`config.mk`:
```
export PLATFORM = sky130hd
export DESIGN_NAME = lsu_bus_arbiter_flat
export DESIGN_NICKNAME = d
export VERILOG_FILES = /design/src/rtl/lsu_bus_arbiter_pkg.sv /design/src/rtl/lsu_bus_arbiter_if.sv /design/src/rtl/lsu_bus_arbiter_pick.sv /design/src/rtl/lsu_bus_arbiter.sv /design/src/flat_wrapper.sv
export SDC_FILE = /design/constraint.sdc
export NUM_CORES = 1
export LEC_CHECK = 0
export CAP_MARGIN = 10
export CORE_UTILIZATION = 40
export CTS_CLUSTER_SIZE = 25
export DETAILED_ROUTE_END_ITERATION = 6
export GPL_ROUTABILITY_DRIVEN = 1
export MAX_ROUTING_LAYER = met4
export PLACE_DENSITY = 0.85
export SLEW_MARGIN = 5
export SYNTH_ARGS = -nofsm -noshare
export SYNTH_HDL_FRONTEND = slang
export SYNTH_SLANG_ARGS = --single-unit
export TNS_END_PERCENT = 30
```
`constraint.sdc`:
```
create_clock -name clk_i -period 2.32 [get_ports clk_i]
set_input_delay 0.232 -clock clk_i [delete_from_list [all_inputs] [get_ports clk_i]]
set_output_delay 0.232 -clock clk_i [all_outputs]
set_load 0.03 [all_outputs]
```
`src/rtl/lsu_bus_arbiter_pkg.sv`:
```
// lsu_arb_pkg: shared types for the two-master LSU bus arbiter.
// Holds the FSM state encoding, the master id type and the load-latency ceiling.
package lsu_arb_pkg;

   typedef enum logic [1:0] {
      IDLE,
      ISSUE,
      WAIT
   } state_t;

   typedef logic master_id_t;

   localparam master_id_t M0 = 1'b0;
   localparam master_id_t M1 = 1'b1;

   localparam int LD_LAT_MAX = 4;

endpackage

```
`src/rtl/lsu_bus_arbiter_if.sv`:
```
// lsu_bus_arbiter_if: bundles both requester ports and the LSU-side port.
// The slave modport is the arbiter's view; the master modport is the environment
// (requesters plus LSU) driving it.
interface lsu_bus_arbiter_if #(
   parameter int ADDR_W = 32,
   parameter int DATA_W = 32
);

   logic              m0_req_i;
   logic              m0_we_i;
   logic [ADDR_W-1:0] m0_addr_i;
   logic [DATA_W-1:0] m0_wdata_i;
   logic              m0_gnt_o;
   logic              m0_rvalid_o;
   logic [DATA_W-1:0] m0_rdata_o;

   logic              m1_req_i;
   logic              m1_we_i;
   logic [ADDR_W-1:0] m1_addr_i;
   logic [DATA_W-1:0] m1_wdata_i;
   logic              m1_gnt_o;
   logic              m1_rvalid_o;
   logic [DATA_W-1:0] m1_rdata_o;

   logic              lsu_st_en_o;
   logic [ADDR_W-1:0] lsu_addr_o;
   logic [DATA_W-1:0] lsu_st_data_o;
   logic [DATA_W-1:0] lsu_ld_data_i;

   logic              busy_o;

   modport slave (
      input  m0_req_i, m0_we_i, m0_addr_i, m0_wdata_i,
      output m0_gnt_o, m0_rvalid_o, m0_rdata_o,
      input  m1_req_i, m1_we_i, m1_addr_i, m1_wdata_i,
      output m1_gnt_o, m1_rvalid_o, m1_rdata_o,
      output lsu_st_en_o, lsu_addr_o, lsu_st_data_o,
      input  lsu_ld_data_i,
      output busy_o
   );

   modport master (
      output m0_req_i, m0_we_i, m0_addr_i, m0_wdata_i,
      input  m0_gnt_o, m0_rvalid_o, m0_rdata_o,
      output m1_req_i, m1_we_i, m1_addr_i, m1_wdata_i,
      input  m1_gnt_o, m1_rvalid_o, m1_rdata_o,
      input  lsu_st_en_o, lsu_addr_o, lsu_st_data_o,
      output lsu_ld_data_i,
      input  busy_o
   );

endinterface

```
`src/rtl/lsu_bus_arbiter_pick.sv`:
```
// lsu_arb_pick: combinational winner select between the two requesters.
// Build option LSU_ARB_RR_EN: when defined, a tie goes to the master that did not
// win last time; when undefined, m0 always beats m1 and 'last' is ignored.
module lsu_arb_pick
   import lsu_arb_pkg::*;
(
   input  logic       req0,
   input  logic       req1,
   input  master_id_t last,
   output logic       gnt0,
   output logic       gnt1
);

`ifdef LSU_ARB_RR_EN
   // Round-robin: a lone requester always wins; a tie goes to the previous loser.
   always_comb begin
      gnt0 = 1'b0;
      gnt1 = 1'b0;
      if (req0 && req1) begin
         if (last == M0) begin
            gnt1 = 1'b1;
         end else begin
            gnt0 = 1'b1;
         end
      end else begin
         gnt0 = req0;
         gnt1 = req1;
      end
   end
`else
   logic unused_last;

   // Fixed priority: the core pipeline (m0) always wins a tie.
   always_comb begin
      unused_last = last;
      gnt0        = req0;
      gnt1        = req1 && !req0;
   end
`endif

endmodule

```
`src/rtl/lsu_bus_arbiter.sv`:
```
// lsu_bus_arbiter: shares one LSU port between the core pipeline (m0) and the
// debug/program loader (m1). Each access runs grant -> issue -> optional load wait,
// with the load result returned as a one-cycle rvalid pulse to its owner.
// Build option LSU_ARB_RR_EN selects round-robin tie-breaking (see lsu_arb_pick).
module lsu_bus_arbiter
   import lsu_arb_pkg::*;
#(
   parameter int ADDR_W = 32,
   parameter int DATA_W = 32,
   parameter int LD_LAT = 1
) (
   input  logic             clk_i,
   input  logic             rst_ni,
   lsu_bus_arbiter_if.slave bus
);

   localparam logic [1:0] CNT_INIT = 2'(LD_LAT - 1);

   if (LD_LAT < 1 || LD_LAT > LD_LAT_MAX) begin : g_bad_lat
      $error("lsu_bus_arbiter: LD_LAT=%0d outside 1..%0d", LD_LAT, LD_LAT_MAX);
   end

   if ($bits(bus.m0_addr_i) != ADDR_W || $bits(bus.m0_wdata_i) != DATA_W) begin : g_bad_width
      $error("lsu_bus_arbiter: interface widths do not match ADDR_W/DATA_W");
   end

   state_t            state;
   state_t            state_next;
   logic              pick0;
   logic              pick1;
   logic              grant;
   logic              load_done;
   logic              cap_we;
   master_id_t        cap_id;
   master_id_t        last;
   logic [ADDR_W-1:0] cap_addr;
   logic [DATA_W-1:0] cap_wdata;
   logic [1:0]        cnt;
   logic              rvalid0;
   logic              rvalid1;
   logic [DATA_W-1:0] rdata0;
   logic [DATA_W-1:0] rdata1;

   lsu_arb_pick u_pick (
      .req0 (bus.m0_req_i),
      .req1 (bus.m1_req_i),
      .last (last),
      .gnt0 (pick0),
      .gnt1 (pick1)
   );

   // Next-state logic: grants only from IDLE, stores finish after one issue cycle,
   // loads finish when the latency has elapsed (immediately for a 1-cycle LSU).
   always_comb begin
      state_next = state;
      grant      = 1'b0;
      load_done  = 1'b0;
      unique case (state)
         IDLE: begin
            grant = pick0 || pick1;
            if (grant) begin
               state_next = ISSUE;
            end
         end
         ISSUE: begin
            if (cap_we) begin
               state_next = IDLE;
            end else if (LD_LAT == 1) begin
               load_done  = 1'b1;
               state_next = IDLE;
            end else begin
               state_next = WAIT;
            end
         end
         WAIT: begin
            if (cnt == 2'd1) begin
               load_done  = 1'b1;
               state_next = IDLE;
            end
         end
         default: state_next = IDLE;
      endcase
   end

   // State register.
   always_ff @(posedge clk_i or negedge rst_ni) begin
      if (!rst_ni) begin
         state <= IDLE;
      end else begin
         state <= state_next;
      end
   end

   // Latch the winning request and remember who won for the next tie.
   always_ff @(posedge clk_i or negedge rst_ni) begin
      if (!rst_ni) begin
         cap_we    <= 1'b0;
         cap_id    <= M0;
         cap_addr  <= '0;
         cap_wdata <= '0;
         last      <= M1;
      end else if (grant) begin
         cap_we    <= pick1 ? bus.m1_we_i    : bus.m0_we_i;
         cap_addr  <= pick1 ? bus.m1_addr_i  : bus.m0_addr_i;
         cap_wdata <= pick1 ? bus.m1_wdata_i : bus.m0_wdata_i;
         cap_id    <= pick1 ? M1 : M0;
         last      <= pick1 ? M1 : M0;
      end
   end

   // Load latency counter: loaded on issue, counts down while waiting.
   always_ff @(posedge clk_i or negedge rst_ni) begin
      if (!rst_ni) begin
         cnt <= '0;
      end else if (state == ISSUE) begin
         cnt <= CNT_INIT;
      end else if (state == WAIT) begin
         cnt <= cnt - 2'd1;
      end
   end

   // Return load data to its owner only; the other master's result is left alone.
   always_ff @(posedge clk_i or negedge rst_ni) begin
      if (!rst_ni) begin
         rvalid0 <= 1'b0;
         rvalid1 <= 1'b0;
         rdata0  <= '0;
         rdata1  <= '0;
      end else begin
         rvalid0 <= load_done && (cap_id == M0);
         rvalid1 <= load_done && (cap_id == M1);
         if (load_done && (cap_id == M0)) begin
            rdata0 <= bus.lsu_ld_data_i;
         end
         if (load_done && (cap_id == M1)) begin
            rdata1 <= bus.lsu_ld_data_i;
         end
      end
   end

   assign bus.m0_gnt_o      = rst_ni && (state == IDLE) && pick0;
   assign bus.m1_gnt_o      = rst_ni && (state == IDLE) && pick1;
   assign bus.m0_rvalid_o   = rvalid0;
   assign bus.m1_rvalid_o   = rvalid1;
   assign bus.m0_rdata_o    = rdata0;
   assign bus.m1_rdata_o    = rdata1;
   assign bus.lsu_st_en_o   = (state == ISSUE) && cap_we;
   assign bus.lsu_addr_o    = cap_addr;
   assign bus.lsu_st_data_o = cap_wdata;
   assign bus.busy_o        = (state != IDLE);

endmodule

```
`src/flat_wrapper.sv`:
```
// flat-port wrapper written by rule: the top's interface ports become plain ports
module lsu_bus_arbiter_flat import lsu_arb_pkg::*;
#(
   parameter int ADDR_W = 32,
   parameter int DATA_W = 32,
   parameter int LD_LAT = 1
)
  (clk_i, rst_ni, bus_m0_req_i, bus_m0_we_i, bus_m0_addr_i, bus_m0_wdata_i, bus_m0_gnt_o, bus_m0_rvalid_o, bus_m0_rdata_o, bus_m1_req_i, bus_m1_we_i, bus_m1_addr_i, bus_m1_wdata_i, bus_m1_gnt_o, bus_m1_rvalid_o, bus_m1_rdata_o, bus_lsu_st_en_o, bus_lsu_addr_o, bus_lsu_st_data_o, bus_lsu_ld_data_i, bus_busy_o);
  lsu_bus_arbiter_if #(.ADDR_W(ADDR_W), .DATA_W(DATA_W)) bus_i ();
  input  logic clk_i;
  input  logic rst_ni;
  input wire logic [$bits(bus_i.m0_req_i)-1:0] bus_m0_req_i;
  input wire logic [$bits(bus_i.m0_we_i)-1:0] bus_m0_we_i;
  input wire logic [$bits(bus_i.m0_addr_i)-1:0] bus_m0_addr_i;
  input wire logic [$bits(bus_i.m0_wdata_i)-1:0] bus_m0_wdata_i;
  output wire logic [$bits(bus_i.m0_gnt_o)-1:0] bus_m0_gnt_o;
  output wire logic [$bits(bus_i.m0_rvalid_o)-1:0] bus_m0_rvalid_o;
  output wire logic [$bits(bus_i.m0_rdata_o)-1:0] bus_m0_rdata_o;
  input wire logic [$bits(bus_i.m1_req_i)-1:0] bus_m1_req_i;
  input wire logic [$bits(bus_i.m1_we_i)-1:0] bus_m1_we_i;
  input wire logic [$bits(bus_i.m1_addr_i)-1:0] bus_m1_addr_i;
  input wire logic [$bits(bus_i.m1_wdata_i)-1:0] bus_m1_wdata_i;
  output wire logic [$bits(bus_i.m1_gnt_o)-1:0] bus_m1_gnt_o;
  output wire logic [$bits(bus_i.m1_rvalid_o)-1:0] bus_m1_rvalid_o;
  output wire logic [$bits(bus_i.m1_rdata_o)-1:0] bus_m1_rdata_o;
  output wire logic [$bits(bus_i.lsu_st_en_o)-1:0] bus_lsu_st_en_o;
  output wire logic [$bits(bus_i.lsu_addr_o)-1:0] bus_lsu_addr_o;
  output wire logic [$bits(bus_i.lsu_st_data_o)-1:0] bus_lsu_st_data_o;
  input wire logic [$bits(bus_i.lsu_ld_data_i)-1:0] bus_lsu_ld_data_i;
  output wire logic [$bits(bus_i.busy_o)-1:0] bus_busy_o;
  assign bus_i.m0_req_i = bus_m0_req_i;
  assign bus_i.m0_we_i = bus_m0_we_i;
  assign bus_i.m0_addr_i = bus_m0_addr_i;
  assign bus_i.m0_wdata_i = bus_m0_wdata_i;
  assign bus_m0_gnt_o = bus_i.m0_gnt_o;
  assign bus_m0_rvalid_o = bus_i.m0_rvalid_o;
  assign bus_m0_rdata_o = bus_i.m0_rdata_o;
  assign bus_i.m1_req_i = bus_m1_req_i;
  assign bus_i.m1_we_i = bus_m1_we_i;
  assign bus_i.m1_addr_i = bus_m1_addr_i;
  assign bus_i.m1_wdata_i = bus_m1_wdata_i;
  assign bus_m1_gnt_o = bus_i.m1_gnt_o;
  assign bus_m1_rvalid_o = bus_i.m1_rvalid_o;
  assign bus_m1_rdata_o = bus_i.m1_rdata_o;
  assign bus_lsu_st_en_o = bus_i.lsu_st_en_o;
  assign bus_lsu_addr_o = bus_i.lsu_addr_o;
  assign bus_lsu_st_data_o = bus_i.lsu_st_data_o;
  assign bus_i.lsu_ld_data_i = bus_lsu_ld_data_i;
  assign bus_busy_o = bus_i.busy_o;
  lsu_bus_arbiter #(.ADDR_W(ADDR_W), .DATA_W(DATA_W), .LD_LAT(LD_LAT)) u_core (.clk_i(clk_i), .rst_ni(rst_ni), .bus(bus_i));
endmodule
```
==> reports/qor.csv, run 1 <==
metric,value,unit
outcome,finished clean,
clock power share,0.253,
deepest clock path buffer count,2,
Fmax,468.9,MHz
pre-CTS setup slack,0.4824,ns
#FFs+latches synth,133,
Worst EP required,2.09,ns
global placer's final weighted congestion,0.8110,
relative slew slack,0.5885,
# setup viols final,0,
die area,15880,sq um
Worst Setup End Kind,output pin,
Final Hold Fails,0,
DIE HEIGHT,126.0,microns
CP max FO,23,
DRC violations left,0,
Mean Syn Cell Area,11.99,sq um
Vias,5235,
vias in the first global route,5542,
Net Sw Power,4.079,mW
CTS Buf Count,17,
register area,3332,sq um
fillers,1090,
postcts setup bufs,0,
cell taking the most area after synthesis,dfrtp_1,
CTS sink cnt,133,
count of cell types in the netlist,23,
measured slew at the worst slew-check pin,0.6172,ns
Core ar.,14750,sq um
Seq pwr share,0.318,
Startpoint Class,register,
R2R Path Start,u_core.state[0]$_DFFE_PN0P_,
worst r2r dst,u_core.bus.m0_rdata_o[20]$_DFFE_PN0P_,
reg-to-reg setup timing slack,0.60,ns
synthesized instance count,513,
drt pass-1 iters,4,
global-route wire length before repair,28.79,mm
area fraction of the dominant cell type after synthesis,0.5410,
"CTS clk-pin slew, worst paths",0.06,ns
largest net degree at the start of global routing,112,
r2r worst-path depth,3,
ys async rst share,1.000,
power per cell area,1127,nW/um^2
initial antenna violation count,0,
initial core utilization,0.4170,
nets,963,
total negative slack,0,ns
Placement Rows,44,
RSZ-0062 raised after global routing,false,
Layout Utilization,0.6710,
synthesized cell area,6152,sq um
critical path arrival,1.90,ns
share of post-route cells with drive strength above 1,0.1457,
worst hold-check path type,in -> async,
"count leader, synth",dfrtp_1,
Leak,4.047,nW
die width,126.0,microns
final antenna-violating net count,0,
switching part of the total,0.3657,
DR WL/cell,18.53,microns
Synthesized Nets,679,
I/O Pins,300,
"Area growth, synth to finish",60.91,%
"Seq/Total Area, Yosys",0.5410,
Clock Tree Root,clkbuf_16,
fin crit share,0.9192,
H-tree depth,4,
CTS tree,yes,
Post-DP HPWL,13.23,mm
overall routed net length,18.42,mm
critical path type,reg -> out,
Vias/cell,5.267,
clock skew,0.007971,ns
Ant. Diodes,0,
multi-input logic area,2351,sq um
top_reg_cell synth,dfrtp_1,
DR iter-0 viols,294,
Commonest cells post-synth,"dfrtp_1 (133), inv_1 (65)",
Max IR drop VDD,0.5136,mV
all-layer global routing usage,0.2428,
fin crit period,2.133,ns
"Clk Latency, worst-skew pair",0.41,ns
Yosys warning count,0,
Post-synth EDFFs,0,
Total Power,11.15,mW
Overflow after GRT,0,
part of the power in combinational logic,0.428,
Pint,7.075,mW
I/O Buffers,299,
maxcap violations,0,
worst setup margin,0.1874,ns
Area contributors post-synth,"dfrtp_1 (54%), mux2_2 (12%), nor4b_1 (9.0%)",
Max Slew Vio Count,0,
==> sequential cells by signal, indices dropped and copies added (netlist names) <==
name                      flops
u_core.bus.m0_rdata_o        32
u_core.cap_id                 1
u_core.bus.lsu_st_data_o     32
u_core.bus.m1_rvalid_o        1
u_core.bus.m1_rdata_o        32
u_core.bus.m0_rvalid_o        1
u_core.cap_we                 1
u_core.state                  1
u_core.bus.lsu_addr_o        32
==> power groups by stage <==
stage | combinational (mW) | sequential (mW) | clock, mW
2_1_floorplan | 1.01 | 5.10 | 0
3_3_place_gp | 4.70 | 3.53 | 0
3_5_place_dp | 4.79 | 3.58 | 0
4_1_cts | 4.81 | 3.56 | 2.88
5_1_grt | 5.00 | 3.66 | 2.98
6_report | 4.78 | 3.55 | 2.82
==> critical path, cell delays in order (launching register included) <==
cell and delay (ns):
dfrtp_4 0.58, and3b_1 0.24, clkdlybuf4s50_1 0.66
==> timing repair <==
item / CTS / global route
endpoints found under the hold margin: 39 / 0
hold buffers: 1 / 0
endpoints found under the setup margin: 0 / 1
gates resized for setup: 0 / 1
==> routing by layer <==
layer / vias to the layer above / track usage / wire length (microns)
li1: 2425 / - / -
met2: 224 / 0.4059 / 9410
met3: 38 / 0.06839 / 1295
met4: 0 / 0.1127 / 526
met5: - / - / 0
met1: 2548 / 0.2684 / 7187
==> area by class of cell <==
class | count | area share
inverter | 65 | 0.02465
sequential | 133 | 0.3366
multi-input combinational | 266 | 0.2375
clock inverter | 12 | 0.01706
tap | 184 | 0.02326
timing repair buffer | 314 | 0.3148
clock buffer | 20 | 0.04613
==> how the worst max path moves through the flow <==
stage | start | endpoint | slack, ns
4_1_cts | u_core.state[0]$_DFFE_PN0P_ | bus_m1_gnt_o | 0.02
3_3_place_gp | u_core.state[0]$_DFFE_PN0P_ | bus_m1_gnt_o | 0.45
5_1_grt | u_core.state[0]$_DFFE_PN0P_ | bus_m0_gnt_o | 0.12
3_5_place_dp | u_core.state[0]$_DFFE_PN0P_ | bus_m1_gnt_o | 0.48
2_1_floorplan | u_core.state[0]$_DFFE_PN0P_ | bus_m1_gnt_o | 0.11
6_report | u_core.state[0]$_DFFE_PN0P_ | bus_m0_gnt_o | 0.19
==> metrics by stage <==
| stage | hold WS [ns] | cell area, sq um | std cells |
|---|---|---|---|
| floorplan | -0.06359 | 6152 | 513 |
| global placement | 0.05505 | 9261 | 961 |
| detailed placement | 0.06001 | 9261 | 961 |
| CTS | 0.2061 | 9897 | 994 |
| global route | 0.2282 | 9899 | 994 |
| finish | 0.2272 | 9899 | 994 |
==> layout by cell type, fill, tap and decap left out, drive strengths merged <==
master / n
dfrtp: 133
clkdlybuf4s50: 295
clkinv: 3
a211oi: 63
inv: 69
nor3b: 64
and2: 1
o221a: 2
nor4bb: 1
nor2b: 1
nor4b: 63
and3b: 1
bufinv: 3
nand3b: 1
buf: 17
dlygate4sd3: 1
clkbuf: 20
nand2b: 1
o21bai: 1
mux2: 64
dlymetal6s2s: 1
o21a: 1
or4b: 2
clkinvlp: 2
==> kinds of logic after synthesis <==
kind of cell,after synthesis,synth area share
AND/OR/NAND/NOR,135,0.1802
flip-flops,133,0.5410
buffers and inverters,114,0.07870
AO/OA/AOI/OAI,67,0.08298
multiplexers,64,0.1171
No activity file was read; power rests on OpenSTA's default activity.
==> run 2: changes to the inputs <==
ABC_CLOCK_PERIOD_IN_PS = 1930   (was unset)
CORE_UTILIZATION = 37   (was 40)
PLACE_DENSITY = 0.83   (was 0.85)
clock period = 1.93 ns   (was 2.32 ns; I/O delays follow)
==> run 2 against run 1 <==
Effect of this change: sequential cell count stayed put; non-clock buffer count is 2 higher; total power is 19% higher; register-to-register slack worse by 0.30 ns; worst hold slack worse by 0.070 ns; highest routed layer unchanged; count of clock-buffer cells in the layout is 2 lower; clock power is 16% higher.
==> reports/qor.csv, run 2 (same netlist as run 1, synthesis figures left out) <==
metric,value,unit
Total Power,13.28,mW
maxcap violations,0,
nets,965,
measured slew at the worst slew-check pin,0.6998,ns
Max IR drop VDD,0.8431,mV
DR WL/cell,17.53,microns
fillers,1286,
clock skew,0.005461,ns
Overflow after GRT,0,
deepest clock path buffer count,2,
global-route wire length before repair,27.05,mm
slowest CP cell,dfrtp_4,
Startpoint Class,register,
power per cell area,1326,nW/um^2
"commonest non-fill, non-tap cell in the layout",clkdlybuf4s50_1,
Hold Slack,0.1574,ns
vias in the first global route,5075,
CTS sink cnt,133,
Placement Rows,46,
Core ar.,16060,sq um
fin crit share,0.9439,
all-layer global routing usage,0.2144,
largest net degree at the start of global routing,126,
I/O Buffers,299,
Ant. Diodes,0,
H-tree depth,4,
worst hold-check path type,in -> async,
DIE HEIGHT,130.9,microns
Worst EP required,1.74,ns
Leak,4.068,nW
DR iter-0 viols,231,
Vias,5243,
Post-DP HPWL,12.27,mm
initial antenna violation count,0,
I/O Pins,300,
drt pass-1 iters,4,
r2r worst-path depth,3,
fin crit period,1.822,ns
outcome,finished clean,
Final Hold Fails,0,
"Area growth, synth to finish",62.86,%
CTS Buf Count,17,
Vias/cell,5.100,
overall routed net length,18.02,mm
Max Slew Vio Count,0,
Fmax,548.9,MHz
Clock Tree Root,clkbuf_16,
# setup viols final,0,
die width,130.9,microns
total negative slack,0,ns
CTS tree,yes,
critical path arrival,1.63,ns
die area,17150,sq um
global placer's final weighted congestion,0.7653,
cells along the critical path,buf_16 -> nor4bb_2 -> buf_4,
final antenna-violating net count,0,
DRC violations left,0,
"Clk Latency, worst-skew pair",0.41,ns
RSZ-0062 raised after global routing,false,
relative slew slack,0.5335,
"CTS clk-pin slew, worst paths",0.06,ns
"commonest non-fill, non-tap cells in the layout","clkdlybuf4s50_1 (292), dfrtp_1 (132), inv_1 (65)",
critical path type,reg -> out,
share of post-route cells with drive strength above 1,0.1527,
Layout Utilization,0.6240,
CP max FO,34,
CP max stage delay,0.53,ns
initial core utilization,0.3831,
Worst Setup End Kind,output pin,
run 2: changes by cell type in the layout (fill, tap and decap cells not counted), moves of 2 or more:
| cell | before | now |
|---|---|---|
| buf_12 | 1 | 6 |
| buf_4 | 14 | 12 |
| clkbuf_8 | 2 | 0 |
| clkdlybuf4s50_1 | 295 | 292 |
| clkinv_4 | 3 | 1 |
| inv_6 | 3 | 6 |
run 2: layout make-up:
class                      instances  area [sq um]  area share
sequential                       133          3332      0.3325
timing repair buffer             316          3221      0.3214
multi-input combinational        266          2357      0.2353
clock buffer                      18         429.2     0.04283
tap                              216         270.3     0.02697
inverter                          65         244.0     0.02435
clock inverter                    14         166.4     0.01661
run 2: worst max-delay path, delay by kind of cell (launching register included):
family | cells | cell delay [ns]
buffers and inverters | 2 | 0.40
and+or+nand+nor | 1 | 0.28
DFF | 1 | 0.53
run 2: repair_timing:
| item | in CTS | in global routing |
|---|---|---|
| endpoints found under the hold margin | 8 | 0 |
| hold buffers | 1 | 0 |
| cloned | 0 | 1 |
| gates resized for setup | 1 | 1 |
| endpoints found under the setup margin | 2 | 1 |
| pin swaps | 0 | 0 |
| buffers inserted | 0 | 2 |
run 2: layer usage:
layer / share of wire / global-route usage / up-vias
met1: 0.42 / 0.2595 / 2561
met3: 0.082 / 0.06596 / 27
met5: 0 / - / -
met2: 0.48 / 0.3402 / 221
li1: - / - / 2434
met4: 0.018 / 0.07032 / 0
run 2: where the power goes:
part / leakage [nW] / total (mW) / internal, mW / switching, mW
combinational: 2.27 / 5.77 / 2.68 / 3.09
clock: 0.283 / 3.27 / 1.95 / 1.33
sequential: 1.51 / 4.24 / 3.74 / 0.500
total: 4.07 / 13.3 / 8.37 / 4.92
run 2: per-stage QoR:
stage                     cells  area, sq um  setup slack (ns)
after detailed placement    992         9368            0.3495
after global routing       1028        10020           0.01978
after floorplan             513         6158           0.04797
after CTS                  1025         9972        -0.0009110
final                      1028        10020            0.1083
after global placement      992         9368            0.3558
run 2: final timing paths:
check | startpoint | to | slack [ns]
max in group asynchronous | rst_ni | u_core.state[0]$_DFFE_PN0P_ | 0.86
min reg2reg | u_core.bus.m1_rdata_o[7]$_DFFE_PN0P_ | u_core.bus.m1_rdata_o[7]$_DFFE_PN0P_ | 0.50
max | u_core.state[0]$_DFFE_PN0P_ | bus_m1_gnt_o | 0.11
min in group clk_i | bus_m0_req_i | u_core.cap_id$_DFFE_PN0P_ | 0.36
max reg2reg | u_core.state[0]$_DFFE_PN0P_ | u_core.bus.lsu_addr_o[28]$_DFFE_PN0P_ | 0.30
min | rst_ni | u_core.bus.lsu_st_data_o[7]$_DFFE_PN0P_ | 0.16
==> run 3: changes to the inputs <==
--- a/config.mk
+++ b/config.mk
@@ -14,3 +14,3 @@
 export MAX_ROUTING_LAYER = met4
-export PLACE_DENSITY = 0.83
+export PLACE_DENSITY = 0.77
 export SLEW_MARGIN = 5
==> constraint.sdc (replaced) <==
create_clock -name clk_i -period 1.93 [get_ports clk_i]
set_input_delay 0.2895 -clock clk_i [delete_from_list [all_inputs] [get_ports clk_i]]
set_output_delay 0.2895 -clock clk_i [all_outputs]
set_load 0.03 [all_outputs]
==> run 3 against run 2 <==
Effect of this change: routed wire length increased by 6.0%; largest cell class unchanged; clock power increased by 5%; non-clock buffer count increased by 1; utilization increased by 0.36 points; via count increased by 1.3%; worst setup slack got worse by 0.026 ns.
==> reports/qor.csv, run 3 (same netlist as run 1, synthesis figures left out) <==
metric,value,unit
Leak,4.103,nW
placed instance area,9348,sq um
Fmax,541.1,MHz
RSZ-0062 raised after global routing,false,
post-route design area,10080,sq um
power per cell area,1339,nW/um^2
worst setup margin,0.08205,ns
cells along the critical path,buf_16 -> nor4bb_4 -> buf_6,
drt pass-1 iters,4,
Vias/cell,5.163,
"Area growth, synth to finish",63.80,%
critical path arrival,1.56,ns
share of post-route cells with drive strength above 1,0.1538,
die area,17150,sq um
CTS tree,yes,
overall routed net length,19.11,mm
relative slew slack,0.4164,
Core ar.,16060,sq um
I/O Pins,300,
Clock Tree Root,clkbuf_16,
Max IR drop VDD,0.7693,mV
initial antenna violation count,0,
all-layer global routing usage,0.2221,
CTS sink cnt,133,
global placer's final weighted congestion,0.7960,
Total Power,13.49,mW
initial core utilization,0.3831,
Worst Setup End Kind,output pin,
fin crit period,1.848,ns
Placement Rows,46,
Post-DP HPWL,13.24,mm
vias in the first global route,5494,
Overflow after GRT,0,
CTS Buf Count,17,
deepest clock path buffer count,2,
Ant. Diodes,0,
Startpoint Class,register,
nets,966,
DRC violations left,0,
global-route wire length before repair,28.04,mm
placed instance count,990,
critical path type,reg -> out,
worst hold-check path type,in -> reg,
# setup viols final,0,
CP max FO,14,
"commonest non-fill, non-tap cells in the layout","clkdlybuf4s50_1 (292), dfrtp_1 (132), inv_1 (65)",
Final Hold Fails,0,
DR iter-0 viols,186,
fin cells,1029,
I/O Buffers,299,
Worst EP required,1.64,ns
measured slew at the worst slew-check pin,0.8754,ns
"commonest non-fill, non-tap cell in the layout",clkdlybuf4s50_1,
slowest CP cell,dfrtp_4,
largest net degree at the start of global routing,73,
maxcap violations,0,
die width,130.9,microns
outcome,finished clean,
DIE HEIGHT,130.9,microns
fin crit share,0.9575,
"Clk Latency, worst-skew pair",0.41,ns
Vias,5313,
Max Slew Vio Count,0,
"CTS clk-pin slew, worst paths",0.06,ns
final antenna-violating net count,0,
pre-CTS setup slack,0.2500,ns
CP max stage delay,0.52,ns
Layout Utilization,0.6276,
DR WL/cell,18.57,microns
clock skew,0.005510,ns
H-tree depth,4,
-- run 3: worst max-delay path, delay by kind of cell, from the launching register on --
kind / cells / cell delay, ns
flops: 1 / 0.52
buf+inv: 2 / 0.34
simple gates: 1 / 0.27
-- run 3: timing repair --
action	4_1_cts	5_1_grt
setup endpoints to repair	4	2
gates resized for setup	3	1
setup buffers	0	4
hold buffers	1	0
hold endpoints to repair	62	0
pin swaps	0	1
gates cloned	0	2
-- run 3: path summary, 6_finish.rpt --
kind                                                              end  slack (ns)  cells after the start                                  from
worst min-delay path                        u_core.cap_id$_DFFE_PN0P_        0.42                      3                          bus_m1_req_i
max in group asynchronous       u_core.bus.m0_rdata_o[17]$_DFFE_PN0P_        0.65                      3                                rst_ni
worst min register to register   u_core.bus.m0_rdata_o[5]$_DFFE_PN0P_        0.48                      1  u_core.bus.m0_rdata_o[5]$_DFFE_PN0P_
worst max-delay path                                     bus_m1_gnt_o        0.08                      3           u_core.state[0]$_DFFE_PN0P_
worst max register to register   u_core.bus.lsu_addr_o[3]$_DFFE_PN0P_        0.18                      4           u_core.state[0]$_DFFE_PN0P_
min in group asynchronous       u_core.bus.lsu_addr_o[24]$_DFFE_PN0P_        0.46                      3                                rst_ni
-- run 3: power breakdown --
part / internal, mW / switching (mW)
logic: 2.69 / 3.13
registers: 3.74 / 0.518
clock network: 2.10 / 1.31
total: 8.53 / 4.96
-- run 3: area by class of cell --
class / count / area, sq um
timing repair buffer: 317 / 3234
inverter: 65 / 244.0
sequential: 133 / 3332
multi-input combinational: 266 / 2366
clock inverter: 14 / 191.4
fill: 1236 / 5981
clock buffer: 18 / 439.2
tap: 216 / 270.3
-- run 3: metrics by stage --
stage	hold WS [ns]	TNS (ns)
after floorplan	-0.006091	0
after global placement	0.3640	0
after detailed placement	0.3730	0
after CTS	0.4028	-0.08410
after global routing	0.4317	0
final	0.4166	0
-- run 3: layer usage --
metal  GRT usage  up-vias  share of wire
met1      0.2323     2574           0.38
met5           -        -              0
met2      0.3735      255           0.50
met4      0.1109        0          0.034
met3     0.07533       43          0.089
li1            -     2441              -
